<file path="src/rtl/spi_req_arbiter.sv">
// Round-robin arbiter that shares one byte-wide SPI master between NUM_REQ clients.
// Each grant runs one transaction: start pulse, wait for done or timeout, ack.
module spi_req_arbiter #(
  parameter int NUM_REQ = 4,
  parameter int DATA_W  = 8,
  parameter int TIMEOUT = 64
) (
  input  logic                      clk,
  input  logic                      rst,
  input  logic [NUM_REQ-1:0]        req_i,
  input  logic [NUM_REQ*DATA_W-1:0] wdata_i,
  output logic [NUM_REQ-1:0]        ack_o,
  output logic [DATA_W-1:0]         rdata_o,
  output logic                      err_o,
  output logic                      busy_o,
  output logic [NUM_REQ-1:0]        grant_oh_o,
  output logic                      mst_start_o,
  output logic [DATA_W-1:0]         mst_wdata_o,
  input  logic [DATA_W-1:0]         mst_rdata_i,
  input  logic                      mst_done_i,
  output logic                      mst_abort_o
);

  localparam int IDX_W = $clog2(NUM_REQ);
  localparam int CNT_W = $clog2(TIMEOUT);
  localparam logic [CNT_W-1:0] CNT_LAST = CNT_W'(TIMEOUT - 1);

  localparam logic [1:0] S_IDLE  = 2'd0;
  localparam logic [1:0] S_START = 2'd1;
  localparam logic [1:0] S_WAIT  = 2'd2;
  localparam logic [1:0] S_RESP  = 2'd3;

  logic [1:0]         state_q, state_d;
  logic [IDX_W-1:0]   ptr_q, ptr_d;
  logic [IDX_W-1:0]   idx_q, idx_d;
  logic [CNT_W-1:0]   cnt_q, cnt_d;
  logic [NUM_REQ-1:0] grant_q, grant_d;
  logic [NUM_REQ-1:0] ack_q, ack_d;
  logic [DATA_W-1:0]  rdata_q, rdata_d;
  logic               err_q, err_d;
  logic               busy_q, busy_d;
  logic               start_q, start_d;
  logic [DATA_W-1:0]  wdata_q, wdata_d;
  logic               abort_q, abort_d;

  logic               pick_valid;
  logic [IDX_W-1:0]   pick_idx;
  logic [IDX_W-1:0]   cand_idx;
  int                 cand;

  // First set request at or after the pointer, wrapping NUM_REQ-1 -> 0.
  always_comb begin
    // NOTE: every combinational output gets a default first so no path can infer a latch.
    pick_valid = 1'b0;
    pick_idx   = '0;
    cand       = 0;
    cand_idx   = '0;
    for (int i = 0; i < NUM_REQ; i++) begin
      cand = int'(ptr_q) + i;
      if (cand >= NUM_REQ) cand = cand - NUM_REQ;
      cand_idx = IDX_W'(cand);
      if (!pick_valid && req_i[cand_idx]) begin
        pick_valid = 1'b1;
        pick_idx   = cand_idx;
      end
    end
  end

  always_comb begin
    state_d = state_q;
    ptr_d   = ptr_q;
    idx_d   = idx_q;
    cnt_d   = cnt_q;
    grant_d = grant_q;
    ack_d   = '0;
    rdata_d = rdata_q;
    err_d   = err_q;
    start_d = 1'b0;
    wdata_d = wdata_q;
    abort_d = 1'b0;
    case (state_q)
      S_IDLE: begin
        if (pick_valid) begin
          grant_d = NUM_REQ'(1) << pick_idx;
          idx_d   = pick_idx;
          wdata_d = wdata_i[pick_idx*DATA_W +: DATA_W];
          start_d = 1'b1;
          state_d = S_START;
        end
      end
      S_START: begin
        cnt_d   = '0;
        state_d = S_WAIT;
      end
      S_WAIT: begin
        // Done is tested first so it wins over the final timeout cycle.
        if (mst_done_i) begin
          rdata_d = mst_rdata_i;
          err_d   = 1'b0;
          ack_d   = grant_q;
          state_d = S_RESP;
        end else if (cnt_q == CNT_LAST) begin
          rdata_d = '0;
          err_d   = 1'b1;
          ack_d   = grant_q;
          abort_d = 1'b1;
          state_d = S_RESP;
        end else begin
          cnt_d = cnt_q + 1'b1;
        end
      end
      S_RESP: begin
        grant_d = '0;
        ptr_d   = (idx_q == IDX_W'(NUM_REQ - 1)) ? '0 : idx_q + 1'b1;
        state_d = S_IDLE;
      end
      default: state_d = S_IDLE;
    endcase
    busy_d = (state_d != S_IDLE);
  end

  always_ff @(posedge clk or posedge rst) begin
    if (rst) begin
      state_q <= S_IDLE;
      ptr_q   <= '0;
      idx_q   <= '0;
      cnt_q   <= '0;
      grant_q <= '0;
      ack_q   <= '0;
      rdata_q <= '0;
      err_q   <= 1'b0;
      busy_q  <= 1'b0;
      start_q <= 1'b0;
      wdata_q <= '0;
      abort_q <= 1'b0;
    end else begin
      // NOTE: non-blocking assignments so every register samples pre-edge values.
      state_q <= state_d;
      ptr_q   <= ptr_d;
      idx_q   <= idx_d;
      cnt_q   <= cnt_d;
      grant_q <= grant_d;
      ack_q   <= ack_d;
      rdata_q <= rdata_d;
      err_q   <= err_d;
      busy_q  <= busy_d;
      start_q <= start_d;
      wdata_q <= wdata_d;
      abort_q <= abort_d;
    end
  end

  assign ack_o       = ack_q;
  assign rdata_o     = rdata_q;
  assign err_o       = err_q;
  assign busy_o      = busy_q;
  assign grant_oh_o  = grant_q;
  assign mst_start_o = start_q;
  assign mst_wdata_o = wdata_q;
  assign mst_abort_o = abort_q;

endmodule

</file>
<file path="config.mk">
export PLATFORM = sky130hd
export DESIGN_NAME = spi_req_arbiter
export DESIGN_NICKNAME = d
export VERILOG_FILES = /design/src/rtl/spi_req_arbiter.sv
export SDC_FILE = /design/constraint.sdc
export NUM_CORES = 1
export LEC_CHECK = 0
export CELL_PAD_IN_SITES_DETAIL_PLACEMENT = 1
export CELL_PAD_IN_SITES_GLOBAL_PLACEMENT = 2
export CORE_MARGIN = 2
export CORE_UTILIZATION = 26
export CTS_CLUSTER_SIZE = 30
export DETAILED_ROUTE_END_ITERATION = 12
export PLACE_DENSITY = 0.88
export SLEW_MARGIN = 20
export SYNTH_ARGS = -nofsm -noshare
export SYNTH_HDL_FRONTEND = slang
export SYNTH_SLANG_ARGS = --single-unit
</file>
<file path="constraint.sdc">
create_clock -name clk -period 2.2 [get_ports clk]
set_input_delay 0.22 -clock clk [delete_from_list [all_inputs] [get_ports clk]]
set_output_delay 0.22 -clock clk [all_outputs]
set_load 0.01 [all_outputs]
</file>
### Word level (Yosys, flattened, before mapping)

Cells that the tools add are included.

* flip-flop bits (word level): 40
* bits in latches: 0
* memory bits (writable): 0
* bits in read-only memories: 0
* input bits: 47
* output and inout bits: 28
* word-level logic and storage cells: 96
* memories kept: 0

* add/subtract/negate cells: 9
* $mul: 0
* divide/modulo/power cells: 0
* $lt $le $gt $ge: 8
* equality and inequality tests: 8
* shift-type cells: 2
* multiplexer cells: 42
* bitwise gates (word level): 0
* reductions and logical operators: 15

Operators by type and width (count)
* $shiftx 32x6->8: 1
* $mux 2: 12
* $mux 4: 4
* $mux 8: 2
* $mux 1: 15
* $lt 2x3->1 const B: 4
* $mux 6: 2
* $pmux 6 s2: 1
* $ge 3x3->1 const B: 3
* $bmux 1 s2: 4
* $pmux 2 s4: 1
* $pmux 4 s2: 1
* $reduce_bool 2->1: 4
* $sub 2x1->2 const B: 4
* $add 2x2->3 const B: 2
* $add 6x1->6 const B: 1
* $eq 2x2->1 const B: 3
* $eq 6x6->1 const B: 1
* $ne 2x2->1 const B: 3
* $reduce_and 2->1: 3
* $shl 1x2->4 const A: 1
* $add 2x1->3 const B: 1
* $ge 2x3->1 const B: 1
* $logic_and 1x1->1: 3
* other kinds (5): 7

### Depth between registers and ports, before layout

Gate-level depths: netlist of run 1.

* depth in word-level cells: 17
* mapped depth: 7
* gate-level depth less buffers: 5

### Least setup slack after synthesis of run 1

OpenSTA, ideal clock, no wires.

* kind: reg2reg
* from: register ptr_q[1]
* to: register wdata_q[0], in the netlist mst_wdata_o[0]
* setup time: 0.140 ns
* arrival: 1.537 ns
* required time: 2.060 ns
* slack: 0.523 ns
* stages on the path, launching flop included: 7
* clock period less this slack: 1.677 ns
* path through: dfrtp_1 -> nand2b_1 -> a21o_4 -> and2_4 -> buf_6 -> a2111oi_0 -> a211oi_1

* cells in the longest elaborated chain, start to end: 15
* elaborated cells on any way between the ends: 39
* those cells by class: add/sub (7); order compare (4); shift (1); mux (20); reduce/logical (7)

RTL lines
* start: declaration: RTL line 34 `logic [IDX_W-1:0] ptr_q, ptr_d;`
* start signal: assignment: RTL line 139 `ptr_q <= ptr_d;`
* parallel branches: the longest is 15 deep, another holds $add 2x1->3
* end signal: assignment: RTL line 148 `wdata_q <= wdata_d;`
* end: declaration: RTL line 43 `logic [DATA_W-1:0] wdata_q, wdata_d;`

Several ways; the timed one is not identified. The select of a mux whose other input is x is not followed.
A chain may end at the register's enable or synchronous reset.

### Worst setup path after layout of run 1

* from: register ptr_q[1]
* to: register wdata_q[1], in the netlist mst_wdata_o[1]

Same word-level chain as after synthesis.

==> impl_results.md, run 1 <==
* GPL Wtd Cong at 0.768
* Seq cells post-synth at 40
* Area growth syn-to-layout at 51.6%
* Commonest register cell after synthesis: dfrtp_1
* Via-per-instance ratio at approximately 4.8
* Clock Sinks at 40
* Die Area at ~8000 um^2
* Final layout net count at about 300
* CP max-delay cell: a2111oi_0
* Die X at between 80 and 90 um
* Area of the multi-input gates at ~840 um^2
* 1st-iter DRT viols at 51
* CP Capture Type: register
* CP Buf/Inv Count at 1
* Fillers at slightly above 800
* Peak VDD IR at 0.419 mV
* CTS tree: yes
* Initial antenna violation count at 0
* Flop-to-flop setup slack at ~0.26 ns
* Relative slew margins at a little over three fifths
* Total Wirelength at 5.58 mm
* H-tree Lvls at 2
* Max-cap violations at 0
* Via Count at 1,697
* Clock Path Buffers at 2
* Slew at the pin with the worst max-slew slack at 0.560 ns
* Max Fclk at 0.516 GHz
* Syn Std Cell Area at 1910 um^2
* Tcrit/Tclk final at between 80 and 90%
* Ant diodes at 0
* Reg2Reg Depth at 6
* Critical path arrival at 2.10 ns
* Fin Setup TNS at 0 ns
* Initial Utilization at between 20% and 30%
* Endpoints failing hold at 0
* # rows at 31
* Root Buffer: clkbuf_8
* CP Class: register to register
* CP required at 2.36 ns
* Port Buffers at 74
* Critical path's top delay family: compound AO/OA/AOI/OAI gates
* Pleak at between 1 and 1.5 nW
* Worst-path cell chain: mux2i_1, o22a_1, buf_4, a21boi_0, a2111oi_0, a211oi_1
* Setup violations, final at 0
* First-pass GRT wire length at 8.89 mm
* Pins Over Slew Limit at 0
* DP Cell Count at 347
* Vias in the first global route at 1,863
* FF+latch area at roughly 1000 um^2
* Overflow after GRT at 0
* Avg Cell Area, Syn at roughly 11 um^2
* Hold-fix buffers at CTS at 0
* CTS Buf Count at 5
* Setup repair bufs after CTS at 0
* Tmin final at 1.94 ns
* Final Non-Filler Cells at approximately 360
* Asr flop ratio synth at 100%
* Status: completed
* DRT Pass-1 Iters at 4
* Distinct cells, synth at 41
* Core Util, Final at about 40%
* Crit. path cell count at 6
* RSZ-0062 raised after global routing: no
* # IOs at 75
* Worst Clk Skew at 0.00861 ns
* Sequential share of the synthesized area at a little over half
* Post-Place Setup Slack at 0.00979 ns
* Worst hold path class: input pin to async pin
* Die height at 89.7 um
* PwrDens at 1130 nW/um^2
* Placed inst area at ~2800 um^2
* Final worst-path setup slack at 0.260 ns
* DRC viols at 0
* Startpoint types: register
* Clk Latency, worst-skew pair at 0.30 ns
* CTS resizes at 0
* Routed wire per std cell at 15.7 um
* GRT Overall Usage at 14.5%
* Final ANT Viol Nets at 0
* Core area at ~7200 um^2
* Post-synth EDFFs at 0
* Ys Warns at 0
* Crit path max fanout at 6
* Design Area, Final at slightly below 3000 um^2
* Crit-path max cell delay at between 0.5 and 0.6 ns
* Mapped Nets at 221
* Largest net degree at the start of global routing at 41
* Post-DP HPWL at 4.19 mm
* Post-Syn Instances at 172
* Clock-pin slew on the worst setup and hold paths at 0.09 ns
* Fraction of final layout cells sized beyond drive strength 1 at 9.38%
-- cells by family (layout without fill, tap and decap cells) --
logic type	count (synthesis)	in the layout	synth area share (%)
AND/OR/NAND/NOR	48	48	12.9
buffers and inverters	13	97	3.34
adder cells (fa/ha/maj)	2	2	1.31
flip-flops	40	40	52.4
multiplexers	13	13	6.95
AO/OA/AOI/OAI	56	56	23.1
-- where the power goes --
| group | total [mW] | internal (mW) | switching [mW] |
|---|---|---|---|
| logic | 1.55 | 0.808 | 0.742 |
| clock network | 0.537 | 0.254 | 0.283 |
| registers | 1.19 | 1.00 | 0.184 |
| total | 3.27 | 2.07 | 1.21 |
-- placed cells by master, fill, tap and decap left out, types with 2 or more instances in the layout --
cell type,instances
ha_1,2
o22ai_1,2
mux2_2,2
a21o_1,2
nand2b_1,3
buf_4,8
a21boi_0,9
a2111oi_0,8
a211oi_1,8
a32o_1,4
a22o_1,8
nor2_1,12
dfrtp_1,40
and3_1,2
o21ai_0,4
mux2i_1,11
nor2b_1,3
and2_1,6
a21oi_1,4
clkbuf_8,6
clkdlybuf4s50_1,74
nand3_1,2
nand2_1,12
clkinvlp_4,2
inv_1,6
-- tightest hold or removal path: stages --
cell and delay [ns]:
clkdlybuf4s50_1 0.40, inv_1 0.05, buf_4 0.44
-- cell usage after synthesis (all sizes together), types with 2 or more instances --
master	n	area, um^2
a211oi	8	60.1
mux2	2	22.5
and3	2	12.5
a21o	3	30.0
nand3	2	10.0
a32o	4	40.0
mux2i	11	110
o21ai	5	25.0
nor2	12	45.0
buf	5	33.8
a21oi	4	20.0
a2111oi	8	70.1
dfrtp	40	1000
a22o	8	70.1
and2	7	46.3
nand2	13	56.3
o22ai	2	12.5
inv	7	26.3
nand2b	3	18.8
ha	2	25.0
nor2b	3	18.8
a21boi	9	67.6
-- metal layers --
metal,routed length [um],vias up,global-route usage (%)
met3,374,4,3.93
met5,0,-,0
met2,2710,46,24.8
met4,33,0,3.26
met1,2450,837,18.3
li1,-,810,-
-- stage by stage --
step                hold WS (ns)  power (mW)
global route               0.431        3.55
finish                     0.352        3.27
detailed placement         0.469        2.78
global placement           0.461        2.71
floorplan                  0.353        2.02
CTS                        0.379        3.33
-- layout make-up --
cell class              instances  area share (%)
clock buffers                   6            2.85
clock inverters                 2           0.519
inverters                       7           0.908
multi-input cells             119            29.2
flip-flops and latches         40            34.6
well taps                      99            4.28
repair buffers                 82            27.7
-- worst paths after layout --
check                              start             end
worst max-delay path            ptr_q[1]  mst_wdata_o[1]
worst min-delay path                 rst      rdata_o[1]
worst max register to register  ptr_q[1]  mst_wdata_o[1]
worst min register to register     err_o           err_o
max in group asynchronous            rst        cnt_q[0]
min in group clk                   err_o           err_o
-- state kept, by name, summed over array words and instances (netlist names) --
name         flops
ack_o            4
mst_wdata_o      8
cnt_q            6
busy_o           1
state_q          2
mst_start_o      1
grant_oh_o       4
ptr_q            2
rdata_o          8
mst_abort_o      1
err_o            1
idx_q            2
Power figures use the tool's default switching activity.
==> inputs of run 2 (changes only) <==
Settings changed: ABC_AREA set to 1, CORE_UTILIZATION 26 to 25.
==> run 2 against run 1 <==
Compared with the run above: total power grew 54%; maximum frequency grew 1.6%; core utilization shrank 3.6 points; sequential share of layout area shrank 5.1 points; non-clock buffer count grew 1; worst setup slack gained 0.031 ns; clock skew shrank 0.0027 ns; synthesized cell count grew 88%; critical path type unchanged; critical endpoint is now mst_wdata_o[6].
==> impl_results.md, run 2 <==
* Status: completed
* First-pass GRT wire length at between 10 and 15 mm
* CP required at 2.39 ns
* Placed inst area at 3290 um^2
* Pins Over Slew Limit at 0
* H-tree Lvls at 2
* Routed wire per std cell at ~12 um
* FF+latch area at 1000 um^2
* Endpoints failing hold at 0
* Root Buffer: clkbuf_8
* CP Capture Type: register
* Die height at just over 100 um
* Die X at 102 um
* Worst Clk Skew at 0.00587 ns
* Final ANT Viol Nets at 0
* Fin Setup TNS at 0 ns
* Initial antenna violation count at 0
* Total Wirelength at 6.32 mm
* Port Buffers at 74
* Slew at the pin with the worst max-slew slack at 0.506 ns
* Die Area at 10,300 um^2
* Commonest register cell after synthesis: dfrtp_1
* Setup violations, final at 0
* DRT Pass-1 Iters at 4
* Clock Sinks at 40
* CTS tree: yes
* Fraction of final layout cells sized beyond drive strength 1 at 13.1%
* Peak VDD IR at 0.721 mV
* WL met2 at 3.25 mm
* Wire length on met1 at 2.80 mm
* Critical path arrival at 2.10 ns
* Met3 Wirelength at 190 um
* Most common cell after layout, fill and taps aside: nand2_1
* Syn Std Cell Area at ~2400 um^2
* Via Count at 2,255
* Core area at roughly 9200 um^2
* # IOs at 75
* Relative slew margins at between 60% and 70%
* Top cells by count, synth: nand2_1, inv_1, dfrtp_1
* Post-Syn Instances at roughly 320
* Tcrit/Tclk final at 86.8%
* Post-DP HPWL at 5.03 mm
* Max-cap violations at 0
* Area of the multi-input gates at 1090 um^2
* Worst path most repeated cell: nand2_1
* Worst-path cell chain: buf_4, nand2_1, nand2_1, nand2_1, nand2_2, nor2_4, nand3_1, nand2_1, clkinvlp_4, nand3_1, nand2_1, nand2_1, nand2_1
* Asr flop ratio synth at 100%
* Worst hold path class: input pin to async pin
* Sequential share of the synthesized area at between 40% and 50%
* GPL Wtd Cong at 0.785
* CP max-delay cell: dfrtp_1
* Fillers at 1,148
* Max Fclk at 0.524 GHz
* Top cells by area, synth: dfrtp_1, nand2_1, inv_1
* Hold slack final at 0.356 ns
* Largest net degree at the start of global routing at between 40 and 50
* Vias in the first global route at 2,438
* Ant diodes at 0
* CP Class: register to register
* Clock-pin slew on the worst setup and hold paths at 0.08 ns
* Clk Latency, worst-skew pair at 0.29 ns
* PwrDens at 1480 nW/um^2
* Via-per-instance ratio at 4.23
* Most frequent cells in the layout: nand2_1, clkdlybuf4s50_1, inv_1
* Hold-fix buffers at CTS at 0
* DRC viols at 0
* CTS Buf Count at 5
* 1st-iter DRT viols at 59
* Post-synth EDFFs at 0
* Final layout net count at 452
* Overflow after GRT at 0
* # rows at 35
* Initial Utilization at ~26%
* Crit path max fanout at 10
* Ys Warns at 0
* Area growth syn-to-layout at 42.3%
* Seq cells post-synth at 40
* Avg Cell Area, Syn at about 7.4 um^2
* Pleak at 1.74 nW
* RSZ-0062 raised after global routing: no
* Setup repair bufs after CTS at 0
* Startpoint types: register
* Leading area contributor after synthesis: dfrtp_1
* Pwr Total at 5.03 mW
* Clock Path Buffers at 2
* GRT Overall Usage at 13.1%
* Top sig layer: met4
* Synth top area share at a little over two fifths
* CTS resizes at 0
* Crit-path max cell delay at 0.44 ns
* Design Area, Final at approximately 3400 um^2
* Distinct cells, synth at 27
* Mapped Nets at 372
* Count leader, synth: nand2_1
* Tmin final at approximately 1.9 ns
run 2: metrics by stage:
| stage | utilization (%) | instances | worst slack [ns] |
|---|---|---|---|
| floorplan | - | 323 | 0.539 |
| global placement | 35.6 | 525 | 0.133 |
| detailed placement | 35.6 | 525 | 0.0898 |
| CTS | 36.7 | 533 | 0.186 |
| global route | 36.8 | 533 | 0.0279 |
| finish | 36.8 | 533 | 0.291 |
run 2: layout make-up:
type                       count  area share [%]
clock buffer                   6            2.14
clock inverter                 2            1.03
inverter                      59            6.63
multi-input combinational    214            32.2
sequential                    40            29.5
tap                          129            4.75
timing repair buffer          83            23.8
run 2: worst paths after layout:
path                             from        endpoint  slack (ns)  depth (start not counted)
setup / recovery             ptr_q[0]  mst_wdata_o[6]        0.29                         13
hold / removal                    rst      rdata_o[7]        0.36                          3
setup reg to reg             ptr_q[0]  mst_wdata_o[6]        0.29                         13
hold reg to reg            rdata_o[4]      rdata_o[4]        0.48                          2
max in group asynchronous         rst   grant_oh_o[1]        1.50                          3
min in group clk           rdata_o[4]      rdata_o[4]        0.48                          2
run 2: metal layers:
layer,GRT usage (%),vias up
li1,-,1167
met5,0,-
met1,16.4,1041
met3,1.86,8
met2,23.3,39
met4,3.74,0
run 2: worst max-delay path: cells and delay by family (launching register included):
kind,cells,cell delay (ns)
AND/OR/NAND/NOR,11,0.97
flip-flops,1,0.44
buffers and inverters,2,0.41
run 2: report_power, final:
group	switching [mW]	total, mW	internal [mW]
clock network	0.250	0.587	0.337
logic	1.94	3.22	1.28
registers	0.192	1.22	1.03
total	2.38	5.03	2.65
run 2: kinds of logic (layout without fill, tap and decap cells):
group / Yosys count / in the layout / share of synthesized area [%]
and+or+nand+nor: 194 / 194 / 40.3
buffers and inverters: 69 / 150 / 12.3
DFF: 40 / 40 / 41.9
AOI/OAI and AO/OA: 16 / 16 / 3.72
adders and majority gates: 2 / 2 / 1.05
xor gates and xnor gates: 2 / 2 / 0.734
